File: src/rtl/bash_f_ctrl.sv
// bash-f step sequencer with its constant iterator and shared parameters.
// Define BASH_F_CTRL_STALL_CNT_EN to add the saturating RUN-stall counter output stall_cnt_o.
package bash_hash_params_pkg;
   localparam int SLEN = 64;
   localparam logic [SLEN-1:0] BASH_F_CONST = 64'hDC2BE1997FE0D8AE;
endpackage

module bash_f_c
   import bash_hash_params_pkg::*;
(
   input  logic [SLEN-1:0] c_i,
   output logic [SLEN-1:0] c_o
);
   // The constant travels byte-reversed; the LFSR step runs on the little-endian word.
   logic [SLEN-1:0] w;
   logic [SLEN-1:0] w_nxt;

   assign w     = {<<8{c_i}};
   assign w_nxt = (w >> 1) ^ (w[0] ? BASH_F_CONST : '0);
   assign c_o   = {<<8{w_nxt}};
endmodule

// state | meaning
// IDLE  | waiting for start_i
// LOAD  | one-cycle load strobe, index/constant reinitialised
// RUN   | one step per cycle unless hold_i
// DONE  | one-cycle done pulse
module bash_f_ctrl
   import bash_hash_params_pkg::*;
#(
   parameter int              ROUNDS = 24,
   parameter logic [SLEN-1:0] C_INIT = 64'hB194BAC80A08F53B
) (
   input  logic            clk_i,
   input  logic            rst_i,
   input  logic            start_i,
   input  logic            hold_i,
   input  logic            abort_i,
   output logic            busy_o,
   output logic            load_o,
   output logic            step_en_o,
   output logic [4:0]      step_idx_o,
   output logic [SLEN-1:0] c_o,
   output logic            last_o,
`ifdef BASH_F_CTRL_STALL_CNT_EN
   output logic [15:0]     stall_cnt_o,
`endif
   output logic            done_o
);
   if (ROUNDS < 1 || ROUNDS > 31) begin : g_bad_rounds
      $error("bash_f_ctrl: ROUNDS must be in 1..31");
   end

   localparam logic [4:0] LAST_IDX = 5'(ROUNDS - 1);

   typedef enum logic [1:0] {IDLE, LOAD, RUN, DONE} state_t;

   state_t          state, state_nxt;
   logic [4:0]      idx, idx_nxt;
   logic [SLEN-1:0] c, c_nxt, c_step;
   logic            step_en;

   bash_f_c u_c (
      .c_i (c),
      .c_o (c_step)
   );

   always_ff @(posedge clk_i or posedge rst_i) begin
      if (rst_i) begin
         state <= IDLE;
         idx   <= '0;
         c     <= C_INIT;
      end else begin
         state <= state_nxt;
         idx   <= idx_nxt;
         c     <= c_nxt;
      end
   end

   always_comb begin
      state_nxt = state;
      idx_nxt   = idx;
      c_nxt     = c;
      step_en   = (state == RUN) && !hold_i;
      case (state)
         IDLE: if (start_i) state_nxt = LOAD;
         LOAD: begin
            idx_nxt   = '0;
            c_nxt     = C_INIT;
            state_nxt = RUN;
         end
         RUN: if (step_en) begin
            if (idx == LAST_IDX) begin
               state_nxt = DONE;
               idx_nxt   = '0;
               c_nxt     = C_INIT;
            end else begin
               idx_nxt = idx + 5'd1;
               c_nxt   = c_step;
            end
         end
         DONE:    state_nxt = IDLE;
         default: state_nxt = IDLE;
      endcase
      if (abort_i) begin
         state_nxt = IDLE;
         idx_nxt   = '0;
         c_nxt     = C_INIT;
      end
   end

   assign busy_o     = (state != IDLE);
   assign load_o     = (state == LOAD);
   assign step_en_o  = step_en;
   assign step_idx_o = idx;
   assign c_o        = c;
   assign last_o     = step_en && (idx == LAST_IDX);
   assign done_o     = (state == DONE);

`ifdef BASH_F_CTRL_STALL_CNT_EN
   logic [15:0] stall_cnt;

   always_ff @(posedge clk_i or posedge rst_i) begin
      if (rst_i) begin
         stall_cnt <= '0;
      end else if (abort_i || state == LOAD) begin
         stall_cnt <= '0;
      end else if (state == RUN && hold_i && stall_cnt != 16'hFFFF) begin
         stall_cnt <= stall_cnt + 16'd1;
      end
   end

   assign stall_cnt_o = stall_cnt;
`endif
endmodule

File: config.mk
export PLATFORM = sky130hd
export DESIGN_NAME = bash_f_ctrl
export DESIGN_NICKNAME = d
export VERILOG_FILES = /design/src/rtl/bash_f_ctrl.sv
export SDC_FILE = /design/constraint.sdc
export NUM_CORES = 1
export LEC_CHECK = 0
export CORE_MARGIN = 4
export CORE_UTILIZATION = 44
export DETAILED_ROUTE_END_ITERATION = 6
export PLACE_DENSITY_LB_ADDON = 0.05
export SYNTH_ARGS = -nofsm -noshare
export SYNTH_HDL_FRONTEND = slang
export SYNTH_SLANG_ARGS = --single-unit
File: constraint.sdc
create_clock -name clk_i -period 1.9 [get_ports clk_i]
set_input_delay 0.19 -clock clk_i [delete_from_list [all_inputs] [get_ports clk_i]]
set_output_delay 0.19 -clock clk_i [all_outputs]
set_load 0.03 [all_outputs]
==> summary.txt <==
Arr. time, crit path: 1630 ps
Setup TNS: 0 ps
final net count: 325
gr busiest metal: met2
Core Box Area: 6870 um^2
Leak: 1.74 nW
Worst VDD drop: 706 uV
Tot GR Track Use: 0.166
Mapped Cells: 229
antenna-violating nets left: 0
fillcell total: 560
Final Hold Viols: 0
Clock Skew: 6.03 ps
via count: 2192
Slowest-stage cell, CP: clkdlybuf4s50_1
drt wl/cell: 16.7 um
final WL: 6960 um
Critical Path End: done_o
H-tree levels: 3
CTS Hold Bufs: 0
grt ovf: 0
largest net degree at the start of global routing: 72
port bufs: 78
sequential share of the synthesized area: 0.575
Crit path required time: 1710 ps
worst r2r dst: step_idx_o[2]
die height: 92.6 um
I/O Pins: 79
vias per cell: 5.27
crit path max fanout: 4
antenna cells: 0
worst r2r path cells: 5
initial antenna violation count: 0
RR Startpoint: state[1]
Cell variety after synth: 37
clock tree buffer depth: 2
Peak Freq: 0.550 GHz
GR Util met2: 0.251
most frequent cells in the layout: 73 x clkdlybuf4s50_1, 42 x dfrtp_1, 36 x a22o_1
CTS tree: yes
Area Overhead vs Synth: 34.6%
Seq cells post-synth: 71
max_cap viols: 0
top cell type's share of synthesized area: 0.334
Die Wd: 92.6 um
YS warnings: 0
first-pass GRT wire length: 11400 um
dpl hpwl: 4460 um
Residual DRC: 0
post-synth net total: 239
Slew Limit Headroom: 0.747
Syn Std Cell Area: 3150 um^2
Worst Setup SP: state[1]
Reg2Reg Setup Slack: 140 ps
vias in the first global route: 2168
met1 Track Usage GR: 0.230
endpoint type of the worst setup path: output port
GR Layer Usage met3: 0.0609
Setup crit start kind: register
initial detailed-routing violation count: 79
clk slew on worst S/H paths: 70 ps
router iterations before antenna repair: 4
final std cells w/o fill: 416
DIE AREA: 8580 um^2
CTS sink count: 71
Skew-Pair Late Insertion Delay: 330 ps
crit path kind: reg -> out
fin crit period: 1820 ps
Synth area leader: dfrtp_1
Max Slew Vio Count: 0
max incr delay on CP: 670 ps
unrepaired setup endpoints after global routing: false
num rows: 30
number of buffers created by CTS: 9
DP Cell Count: 398
worst-margin pin slew: 379 ps
routability cong.: 0.754
most common cell after layout, fill and taps aside: clkdlybuf4s50_1
most area-consuming cells after synthesis: dfrtp_1 33%, dfstp_2 24%, a22o_1 10%
setup violators final: 0
PD cells: 1090 nW/um^2
Starting Density: 0.459
part of the cycle the worst path needs: 0.958
worst path cell trace: ha_1 > clkdlybuf4s50_1
syn avg cell area: 13.8 um^2
min-delay worst type: in -> async
clock root buffer: clkbuf_8
status: finished clean
ratio of cells with drive above 1 in the final layout: 0.225
## cell families (layout without fill, tap and decap cells)
logic type,count (synthesis),in the layout,synth area share
AOI/OAI and AO/OA,71,71,0.200
xor gates and xnor gates,35,35,0.0973
adders and majority gates,5,5,0.0199
buffers and inverters,25,116,0.0492
DFF,71,71,0.575
muxes,4,4,0.0127
and+or+nand+nor,18,18,0.0457
## per-stage QoR
step	setup WS [ps]	hold slack (ps)	utilization	instance area [um^2]	power, W
final	80.2	298	0.617	4240	0.00463
after global routing	6.04	341	0.617	4240	0.00488
after CTS	44.3	319	0.613	4210	0.00467
after detailed placement	73.2	493	0.591	4060	0.00366
after global placement	96.1	489	0.591	4060	0.00364
after floorplan	42.3	355	-	3150	0.00311
## metal layers
| layer | vias to the layer above | wire length [um] |
|---|---|---|
| met3 | 2 | 390 |
| met1 | 1119 | 3310 |
| met4 | 0 | 17 |
| met2 | 58 | 3250 |
| li1 | 1013 | - |
| met5 | - | 0 |
## critical path: cells and delay by family (launching register included)
family,cells,cell delay (ps)
adder cells (fa/ha/maj),1,190
buffers and inverters,1,670
flip-flops,1,430
## cell type report
cell class | count | area (um^2) | area share
flip-flops and latches | 71 | 1810 | 0.427
well taps | 96 | 120 | 0.0283
clock buffers | 12 | 135 | 0.0319
multi-input cells | 133 | 1200 | 0.282
clock inverters | 4 | 22.5 | 0.00531
repair buffers | 94 | 928 | 0.219
inverters | 6 | 26.3 | 0.00619
## cell usage after synthesis (all sizes together)
cell / n
a221o: 1
a221oi: 1
a22o: 37
a2bb2oi: 13
a311o: 1
and2: 2
and3: 1
buf: 16
clkbuf: 3
dfrtp: 42
dfstp: 29
ha: 5
inv: 6
mux2i: 4
nand2: 1
nand2b: 2
nand3: 1
nand4: 1
nand4b: 1
nor2b: 2
nor3: 2
nor3b: 2
o22a: 16
o32a: 1
o32ai: 1
or2b: 1
or3: 1
or3b: 1
xnor2: 13
xor2: 22
## what timing repair did
item | in CTS | in global routing
pin swaps | 0 | 1
setup buffers | 0 | 2
endpoints found under the setup margin | 2 | 3
gates resized for setup | 2 | 2
## where the power goes
part | internal [W] | switching (W) | leakage [nW] | total [W]
registers | 0.00172 | 0.000158 | 0.888 | 0.00188
logic | 0.000751 | 0.000994 | 0.772 | 0.00175
clock network | 0.000469 | 0.000543 | 0.0801 | 0.00101
total | 0.00294 | 0.00169 | 1.74 | 0.00463
## worst min path at each step
| stage | start | to | slack [ps] | depth (start not counted) |
|---|---|---|---|---|
| 5_1_grt | rst_i | c_o[22] | 340 | 3 |
| 3_3_place_gp | step_idx_o[4] | step_idx_o[4] | 490 | 1 |
| 2_1_floorplan | rst_i | c_o[11] | 360 | 1 |
| 3_5_place_dp | step_idx_o[4] | step_idx_o[4] | 490 | 1 |
| 4_1_cts | rst_i | c_o[22] | 320 | 3 |
| 6_report | rst_i | c_o[22] | 300 | 3 |
## flip-flops by register name, summed over array words and instances (netlist names)
signal,cells
state,2
c_o,64
step_idx_o,5
Power figures use the tool's default switching activity.
